`src/rtl/uart_tx_word.sv`:
```
// UART transmitter for multi-byte words: 8N1/8E1/8O1/8N2 frames, LSB byte first.
// Baud timing is generated internally; the serial line is driven from a register.
module uart_tx_word #(
  parameter int unsigned WORD_BYTES   = 2,
  parameter int unsigned CLKS_PER_BIT = 5208,
  parameter int unsigned PARITY_EN    = 0,
  parameter int unsigned PARITY_ODD   = 0,
  parameter int unsigned STOP_BITS    = 1
) (
  input  logic                    clk,
  input  logic                    rst,
  input  logic                    tx_valid,
  input  logic [8*WORD_BYTES-1:0] tx_data,
  output logic                    tx_ready,
  output logic                    tx,
  output logic                    busy,
  output logic                    word_done
);

  if (WORD_BYTES < 1) begin : g_bad_wb
    $error("uart_tx_word: WORD_BYTES must be >= 1");
  end
  if (CLKS_PER_BIT < 2) begin : g_bad_cpb
    $error("uart_tx_word: CLKS_PER_BIT must be >= 2");
  end
  if (STOP_BITS != 1 && STOP_BITS != 2) begin : g_bad_sb
    $error("uart_tx_word: STOP_BITS must be 1 or 2");
  end

  localparam int unsigned CW = $clog2(CLKS_PER_BIT);
  localparam int unsigned BW =
    (WORD_BYTES > 1) ? $clog2(WORD_BYTES) : 1;
  localparam int unsigned DW = 8 * WORD_BYTES;

  localparam logic [CW-1:0] BAUD_MAX  = CW'(CLKS_PER_BIT - 1);
  localparam logic [BW-1:0] LAST_BYTE = BW'(WORD_BYTES - 1);
  localparam logic [2:0]    STOP_LAST = 3'(STOP_BITS - 1);
  localparam logic          ODD       = (PARITY_ODD != 0);
  localparam logic          HAS_PAR   = (PARITY_EN != 0);

  typedef enum logic [2:0] {
    S_IDLE,
    S_START,
    S_DATA,
    S_PARITY,
    S_STOP,
    S_DONE
  } state_t;

  state_t        state_q, state_d;
  logic [CW-1:0] baud_q, baud_d;
  logic [2:0]    bit_q, bit_d;
  logic [BW-1:0] byte_q, byte_d;
  logic [DW-1:0] buf_q, buf_d;
  logic          tx_q, tx_d;
  logic          bit_end;

  assign bit_end   = (baud_q == BAUD_MAX);
  assign tx        = tx_q;
  assign tx_ready  = (state_q == S_IDLE) && rst;
  assign busy      = (state_q != S_IDLE);
  assign word_done = (state_q == S_DONE);

  always_comb begin
    state_d = state_q;
    baud_d  = baud_q;
    bit_d   = bit_q;
    byte_d  = byte_q;
    buf_d   = buf_q;
    if (state_q != S_IDLE && state_q != S_DONE) begin
      baud_d = bit_end ? '0 : baud_q + 1'b1;
    end
    unique case (state_q)
      S_IDLE: begin
        if (tx_valid) begin
          state_d = S_START;
          buf_d   = tx_data;
          byte_d  = '0;
          bit_d   = '0;
          baud_d  = '0;
        end
      end
      S_START: begin
        if (bit_end) begin
          state_d = S_DATA;
          bit_d   = '0;
        end
      end
      S_DATA: begin
        if (bit_end) begin
          if (bit_q == 3'd7) begin
            state_d = HAS_PAR ? S_PARITY : S_STOP;
            bit_d   = '0;
          end else begin
            bit_d = bit_q + 3'd1;
          end
        end
      end
      S_PARITY: begin
        if (bit_end) begin
          state_d = S_STOP;
          bit_d   = '0;
        end
      end
      S_STOP: begin
        if (bit_end) begin
          bit_d = '0;
          if (bit_q != STOP_LAST) begin
            bit_d = bit_q + 3'd1;
          end else if (byte_q == LAST_BYTE) begin
            state_d = S_DONE;
          end else begin
            // Next byte moves into the low lane; no idle gap.
            state_d = S_START;
            byte_d  = byte_q + 1'b1;
            buf_d   = buf_q >> 8;
          end
        end
      end
      S_DONE: state_d = S_IDLE;
      default: state_d = S_IDLE;
    endcase
  end

  // Line level for the coming cycle, decoded from next-state values.
  always_comb begin
    tx_d = 1'b1;
    unique case (state_d)
      S_START:  tx_d = 1'b0;
      S_DATA:   tx_d = buf_d[bit_d];
      S_PARITY: tx_d = (^buf_d[7:0]) ^ ODD;
      default:  tx_d = 1'b1;
    endcase
  end

  always_ff @(posedge clk) begin
    if (!rst) begin
      state_q <= S_IDLE;
      baud_q  <= '0;
      bit_q   <= '0;
      byte_q  <= '0;
      buf_q   <= '0;
      tx_q    <= 1'b1;
    end else begin
      state_q <= state_d;
      baud_q  <= baud_d;
      bit_q   <= bit_d;
      byte_q  <= byte_d;
      buf_q   <= buf_d;
      tx_q    <= tx_d;
    end
  end

endmodule

```
`config.mk`:
```
export PLATFORM = sky130hd
export DESIGN_NAME = uart_tx_word
export DESIGN_NICKNAME = d
export VERILOG_FILES = /design/src/rtl/uart_tx_word.sv
export SDC_FILE = /design/constraint.sdc
export NUM_CORES = 1
export LEC_CHECK = 0
export CELL_PAD_IN_SITES_DETAIL_PLACEMENT = 1
export CELL_PAD_IN_SITES_GLOBAL_PLACEMENT = 1
export CORE_MARGIN = 4
export CORE_UTILIZATION = 38
export CTS_CLUSTER_SIZE = 16
export DETAILED_ROUTE_END_ITERATION = 6
export GPL_TIMING_DRIVEN = 0
export PLACE_DENSITY = 0.79
export SLEW_MARGIN = 20
export SYNTH_ARGS = -nofsm -noshare
export SYNTH_HDL_FRONTEND = slang
export SYNTH_SLANG_ARGS = --single-unit
```
`constraint.sdc`:
```
create_clock -name clk -period 2.5 [get_ports clk]
set_input_delay 0.5 -clock clk [delete_from_list [all_inputs] [get_ports clk]]
set_output_delay 0.5 -clock clk [all_outputs]
set_load 0.01 [all_outputs]
```
==> summary.md, run 1 <==
| Metric | Value |
|---|---|
| Number of antenna violations at the first check in global routing | 0 |
| RR Startpoint | baud_q[11]$_SDFF_PN0_ |
| Count of max-cap constraint violations | 0 |
| Startpoint of the worst hold path | buf_q[13]$_SDFFE_PN0P_ |
| Logic depth of the worst register-to-register path | 10 |
| Slew margin rel. | 55.7% |
| Final Util | 54.1% |
| Kind of start point of the critical path | flop |
| Root Driver | sky130_fd_sc_hd__clkbuf_8 |
| Num Clock Sinks | 37 |
| First-pass GRT wire length | 10.9 mm |
| Share of synthesized cell area in and, or, nand and nor gates | 31.1% |
| Maximum clock frequency | 378 MHz |
| Cell variety after synth | 52 |
| PwrDens | 472 nW/µm² |
| Final worst clock skew | 0.00980 ns |
| Antenna Nets Post-Route | 0 |
| Type of the tightest min-delay check | flop to flop |
| Signal arrival time at the worst endpoint | 2.83 ns |
| Fraction of the mapped netlist area in adder cells | 2.41% |
| Via count of the first global-routing pass | 2008 |
| Total via count in the routed design | 1978 |
| Worst skew pair latency | 0.30 ns |
| Nets | 301 |
| Dominant combinational cell family by area after synthesis | simple AND/OR/NAND/NOR gates |
| DRC violation count after routing | 0 |
| Worst-path maximum fanout | 6 |
| Initial core utilization | 40.0% |
| TritonCTS clock tree | built |
| Worst Hold Margin | 0.485 ns |
| Number of port buffers | 22 |
| Critical path's slowest cell | sky130_fd_sc_hd__or4b_4 |
| Die boundary width | 82.0 µm |
| Seq/Total Area, Yosys | 35.6% |
| Final Cycle Share | 106% |
| Leakage power | 1.04 nW |
| Fillcell total | 624 |
| Ys flop type | sky130_fd_sc_hd__dfxtp_1 |
| Internal reg-to-reg setup slack | -0.14 ns |
| Number of nets in the synthesized netlist | 259 |
| GRT overflow | 0 |
| Req. time, crit path | 2.69 ns |
| Area growth from synthesis to final layout | 35.5% |
| I/O pin total | 23 |
| Cts bufs inserted | 5 |
| Global-route usage over all layers | 21.8% |
| Clk pin slew, worst setup/hold paths | 0.08 ns |
| Final setup fails | 1 |
| Result of the run | finished, violations left |
| Longest Clk Path Bufs | 2 |
| Via-per-instance ratio | 5.67 |
| Maximum cell stage delay along the critical path | 0.57 ns |
| CP Cell Sequence | or4b_4 -> nor4_4 -> a21oi_4 -> buf_4 -> a221oi_4 -> buf_4 -> xnor2_2 -> xnor2_2 -> xnor2_1 -> o21ai_1 |
| Ys async rst share | 0% |
| Worst Slack Setup Final | -0.145 ns |
| Worst min-delay path endpoint | buf_q[13]$_SDFFE_PN0P_ |
| Detailed Route Iter0 Violations | 158 |
| Number of antenna cells inserted | 0 |
| Worst reg2reg endpoint | tx$_SDFF_PN1_ |
| Failing checks | negative setup slack |
| Placement row count | 26 |
| Height of the chip | 82.0 µm |
| Die area | 6720 µm² |
| Pre-antenna DRT Iters | 4 |
| H-tree depth reported by CTS | 2 |
| Crit Path Class | flop to flop |
| Worst IR drop on VDD | 0.000353 V |
| Portion of netlist area occupied by mux cells | 1.44% |
| RSZ-0062 raised after global routing | true |
| Worst Tran Pin Value | 0.660 ns |
| Max Transition Viols Final | 0 |
| Final hold violation count | 0 |
| Fraction of layout instances using a drive strength above 1 | 23.7% |
| Post-DR wirelength/cell | 20.2 µm |
| Category of the worst setup path capture point | flop |
| Complex-gate fraction of the synthesized area | 18.7% |
| Time the worst path needs with I/O delays and setup | 2.64 ns |
| Xor and xnor area share after synthesis | 7.46% |
| Floorplan Core Area | 5200 µm² |
| HPWL after detailed placement | 4.07 mm |
| Pin count of the biggest net entering global routing | 13 |
| Synth Instances | 236 |
| Count of state elements after synthesis | 37 |
| Number of buffers inserted by hold repair at cts | 0 |
| Synth warnings | 0 |
| Mean instance size in the synthesized netlist | 8.81 µm² |
| Total wire length | 7.05 mm |
| Cells on Worst Hold Path | 2 |
| Weighted congestion reported at the end of routability-driven placement | 0.824 |
| Post-Syn Area | 2080 µm² |
| Number of flops mapped to enable cells by yosys | 0 |
-- Yosys cell counts, drive strengths merged (2+ instances only) --
master | number | area [µm²]
a221oi | 6 | 90.1
nor4b | 2 | 32.5
a31oi | 3 | 18.8
or3 | 3 | 18.8
nor2b | 10 | 62.6
nand3 | 14 | 70.1
o32ai | 2 | 17.5
a211o | 2 | 17.5
xnor2 | 8 | 85.1
a211oi | 4 | 30.0
nand2 | 22 | 82.6
a21oi | 13 | 76.3
xor2 | 8 | 70.1
nor3 | 5 | 30.0
o21ai | 9 | 45.0
a21boi | 8 | 60.1
clkbuf | 5 | 18.8
nor2 | 17 | 63.8
inv | 7 | 26.3
and2b | 3 | 23.8
nand4 | 7 | 43.8
nor4 | 3 | 33.8
nor3b | 2 | 15.0
dfxtp | 37 | 741
mux2i | 3 | 30.0
or4b | 2 | 23.8
buf | 4 | 22.5
ha | 4 | 50.1
and2 | 10 | 63.8
-- timing repair --
| item | CTS | global route |
|---|---|---|
| pin swaps | 7 | 9 |
| gates resized for setup | 22 | 22 |
| setup buffers | 8 | 5 |
| setup endpoints to repair | 11 | 16 |
-- metrics by stage --
| step | cells | setup WS [ns] | total power, mW | cell area [µm²] | TNS (ns) |
|---|---|---|---|---|---|
| after floorplan | 236 | 0.134 | 0.774 | 2080 | 0 |
| after global placement | 328 | -0.642 | 0.841 | 2390 | -4.76 |
| after detailed placement | 328 | -0.736 | 0.851 | 2390 | -4.89 |
| after CTS | 344 | -0.197 | 1.31 | 2670 | -0.197 |
| after global routing | 349 | -0.290 | 1.38 | 2820 | -1.35 |
| final | 349 | -0.145 | 1.33 | 2820 | -0.145 |
-- worst max-delay path by stage --
stage	startpoint	endpoint	slack, ns	cells after the start
CTS	baud_q[11]$_SDFF_PN0_	tx$_SDFF_PN1_	-0.20	9
floorplan	baud_q[0]$_SDFF_PN0_	tx$_SDFF_PN1_	0.13	9
global placement	tx_valid	tx$_SDFF_PN1_	-0.64	10
finish	baud_q[11]$_SDFF_PN0_	tx$_SDFF_PN1_	-0.14	10
global route	baud_q[5]$_SDFF_PN0_	tx$_SDFF_PN1_	-0.29	9
detailed placement	tx_valid	tx$_SDFF_PN1_	-0.74	10
-- worst max-delay path, delay by kind of cell, from the launching register on --
kind	cells	cell delay, ns
flip-flops	1	0.35
XOR/XNOR	3	0.43
AND/OR/NAND/NOR	2	0.82
buffers and inverters	2	0.36
AO/OA/AOI/OAI	3	0.58
-- power by group --
group	switching, mW	internal (mW)
Sequential	0.0187	0.609
Clock	0.234	0.192
Combinational	0.137	0.139
Total	0.390	0.941
-- logic make-up (layout without fill, tap and decap cells) --
| kind of cell | Yosys count | in the layout |
|---|---|---|
| adder cells (fa/ha/maj) | 4 | 4 |
| XOR/XNOR | 16 | 16 |
| buffers and inverters | 16 | 59 |
| multiplexers | 3 | 3 |
| flip-flops | 37 | 37 |
| AND/OR/NAND/NOR | 109 | 109 |
| AO/OA/AOI/OAI | 51 | 51 |
-- metal layers --
| layer | part of all wire [%] | wire length [µm] | global-route usage, % |
|---|---|---|---|
| met1 | 42 | 2970 | 26.7 |
| met4 | 2.9 | 208 | 6.98 |
| met5 | 0 | 0 | 0 |
| met2 | 51 | 3600 | 38.9 |
| met3 | 3.9 | 273 | 3.29 |
-- layout make-up --
cell class,count,area (µm²),share of cell area (%)
Multi-Input combinational cell,183,1490,52.8
Tap cell,70,87.6,3.11
Clock inverter,3,17.5,0.622
Inverter,7,30.0,1.07
Clock buffer,5,68.8,2.44
Sequential cell,37,748,26.6
Timing Repair Buffer,35,328,11.6
Buffer,9,50.0,1.78
-- sequential cells by signal (all words and copies together), names as in the netlist --
register,cells
state_q,3
bit_q,3
buf_q,16
tx,1
baud_q,13
byte_q,1
-- cell usage in the layout, fill, tap and decap left out, drive strengths merged, types with 10 or more instances in the layout --
| master | instances |
|---|---|
| dfxtp | 37 |
| nand2 | 22 |
| and2 | 10 |
| a21oi | 13 |
| nor2b | 10 |
| buf | 16 |
| nor2 | 17 |
| nand3 | 14 |
| clkdlybuf4s50 | 21 |
| clkbuf | 11 |
No activity file was read; power rests on OpenSTA's default activity.
==> inputs of run 2 (changes only) <==
TNS_END_PERCENT = 100   (was unset)
==> results of run 2 <==
Final layout, timing and power as in run 1 (identical DEF).
==> inputs of run 3 (changes only) <==
CORE_UTILIZATION = 30   (was 38)
PLACE_DENSITY = 0.65   (was 0.79)
==> summary.md, run 3 (synthesis results as in run 1) <==
| Metric | Value |
|---|---|
| Post-DR wirelength/cell | 16.3 µm |
| Most frequent cell on the critical path | sky130_fd_sc_hd__a211oi_1 |
| Area growth from synthesis to final layout | 39.1% |
| Type of the tightest min-delay check | flop to flop |
| Number of buffers inserted by hold repair at cts | 0 |
| Maximum cell stage delay along the critical path | 0.58 ns |
| CP Cell Sequence | or4b_4 -> buf_4 -> nor4_4 -> o32ai_4 -> a211oi_1 -> a211oi_1 -> a211o_1 -> a31oi_1 -> o21ai_1 |
| First-pass GRT wire length | 9.73 mm |
| Failing checks | negative setup slack |
| H-tree depth reported by CTS | 2 |
| Most frequent cells in the layout | 31 x sky130_fd_sc_hd__dfxtp_1, 22 x sky130_fd_sc_hd__nand2_1, 22 x sky130_fd_sc_hd__clkdlybuf4s50_1 |
| Initial core utilization | 30.8% |
| Worst IR drop on VDD | 0.000242 V |
| Largest register FFs | 16 |
| Worst-path maximum fanout | 7 |
| Via-per-instance ratio | 5.31 |
| GRT overflow | 0 |
| DRC violation count after routing | 0 |
| Count of max-cap constraint violations | 0 |
| Logic depth of the worst register-to-register path | 9 |
| Worst setup path endpoint | tx$_SDFF_PN1_ |
| Cell area after layout | 2890 µm² |
| Top flop regs | buf_q x16, baud_q x13 |
| Maximum clock frequency | 398 MHz |
| Floorplan Core Area | 6760 µm² |
| Post-Layout Cell Count | 357 |
| RSZ-0062 raised after global routing | true |
| Final hold violation count | 0 |
| Cell Count Post-Placement | 338 |
| Total wire length | 5.80 mm |
| Count of buffering cells on the critical path with inverters included | 1 |
| Global-route usage over all layers | 14.4% |
| Time the worst path needs with I/O delays and setup | 2.51 ns |
| Die boundary width | 91.3 µm |
| Weighted congestion reported at the end of routability-driven placement | 0.826 |
| I/O pin total | 23 |
| CP startpoint | baud_q[11]$_SDFF_PN0_ |
| Number of antenna cells inserted | 0 |
| Height of the chip | 91.3 µm |
| Signal arrival time at the worst endpoint | 2.69 ns |
| Worst Hold Margin | 0.498 ns |
| Number of antenna violations at the first check in global routing | 0 |
| Leakage power | 1.07 nW |
| Req. time, crit path | 2.67 ns |
| Placed standard-cell area | 2400 µm² |
| Worst Slack Setup Final | -0.0133 ns |
| Detailed Route Iter0 Violations | 67 |
| Slew margin rel. | 65.2% |
| RR Startpoint | baud_q[11]$_SDFF_PN0_ |
| Critical path's slowest cell | sky130_fd_sc_hd__or4b_4 |
| Total via count in the routed design | 1895 |
| Worst Tran Pin Value | 0.521 ns |
| Result of the run | finished, violations left |
| Most common cell after layout, fill and taps aside | sky130_fd_sc_hd__dfxtp_1 |
| Die area | 8330 µm² |
| Longest Clk Path Bufs | 2 |
| Via count of the first global-routing pass | 1946 |
| Worst skew pair latency | 0.29 ns |
| Internal reg-to-reg setup slack | -0.01 ns |
| Pre-antenna DRT Iters | 4 |
| Crit path depth | 9 |
| Kind of start point of the critical path | flop |
| Max Transition Viols Final | 0 |
| Crit Path Class | flop to flop |
| Placement row count | 30 |
| PwrDens | 493 nW/µm² |
| Num Clock Sinks | 37 |
| Fraction of layout instances using a drive strength above 1 | 24.5% |
| Clk pin slew, worst setup/hold paths | 0.08 ns |
| Final Cycle Share | 101% |
| Register bank with the most flops | buf_q |
| Total negative slack for setup checks | -0.0133 ns |
| Root Driver | sky130_fd_sc_hd__clkbuf_8 |
| Antenna Nets Post-Route | 0 |
| Final setup fails | 1 |
| Cts bufs inserted | 5 |
| Category of the worst setup path capture point | flop |
| Nets | 299 |
| Number of port buffers | 22 |
| TritonCTS clock tree | built |
| Final worst clock skew | 0.00850 ns |
| Worst reg2reg endpoint | tx$_SDFF_PN1_ |
| Startpoint of the worst hold path | buf_q[9]$_SDFFE_PN0P_ |
| Kind of cell adding the most delay to the critical path | compound AO/OA/AOI/OAI gates |
| HPWL after detailed placement | 4.12 mm |
| Pin count of the biggest net entering global routing | 13 |
==> run 3: what timing repair did <==
| action | 4_1_cts | 5_1_grt |
|---|---|---|
| gates resized for setup | 13 | 36 |
| pin swaps | 3 | 15 |
| setup buffers | 3 | 7 |
| gates cloned | 1 | 0 |
| endpoints found under the setup margin | 11 | 15 |
==> run 3: layer usage <==
metal	part of all wire, %	vias to the layer above	GRT usage, %
li1	-	932	-
met5	0	-	0
met3	3.4	6	2.57
met2	48	31	24.2
met1	47	926	19.1
met4	1.6	0	3.39
==> run 3: power breakdown <==
group | total, mW | switching (mW) | leakage, nW | internal, mW
clock | 0.551 | 0.226 | 0.0574 | 0.325
sequential | 0.625 | 0.0169 | 0.304 | 0.609
combinational | 0.250 | 0.121 | 0.712 | 0.129
==> run 3: worst min-delay path, cell delays in order, from the launching register on <==
cell	delay (ns)
sky130_fd_sc_hd__dfxtp_1	0.32
sky130_fd_sc_hd__nand3_1	0.06
sky130_fd_sc_hd__a21boi_0	0.07
==> run 3: final cells by class <==
type | instances | area (µm²)
plain buffers | 9 | 46.3
clock buffers | 6 | 82.6
clock inverters | 2 | 37.5
fillers | 783 | 3860
inverters | 7 | 26.3
multi-input cells | 184 | 1540
flip-flops and latches | 37 | 751
well taps | 80 | 100
repair buffers | 32 | 312
==> run 3: how the worst min path moves through the flow <==
stage | to | slack (ns) | cells after the start
3_3_place_gp | buf_q[9]$_SDFFE_PN0P_ | 0.47 | 2
4_1_cts | buf_q[8]$_SDFFE_PN0P_ | 0.50 | 2
6_report | buf_q[9]$_SDFFE_PN0P_ | 0.50 | 2
3_5_place_dp | buf_q[8]$_SDFFE_PN0P_ | 0.49 | 2
2_1_floorplan | buf_q[13]$_SDFFE_PN0P_ | 0.45 | 2
5_1_grt | buf_q[9]$_SDFFE_PN0P_ | 0.54 | 2
==> run 3: through the flow <==
| stage | setup slack (ns) | utilization, % | total power, mW |
|---|---|---|---|
| finish | -0.0133 | 42.8 | 1.43 |
| global route | -0.162 | 42.8 | 1.50 |
| CTS | -0.130 | 39.0 | 1.42 |
| detailed placement | -0.681 | 35.5 | 0.849 |
| global placement | -0.677 | 35.5 | 0.844 |
| floorplan | 0.134 | - | 0.774 |
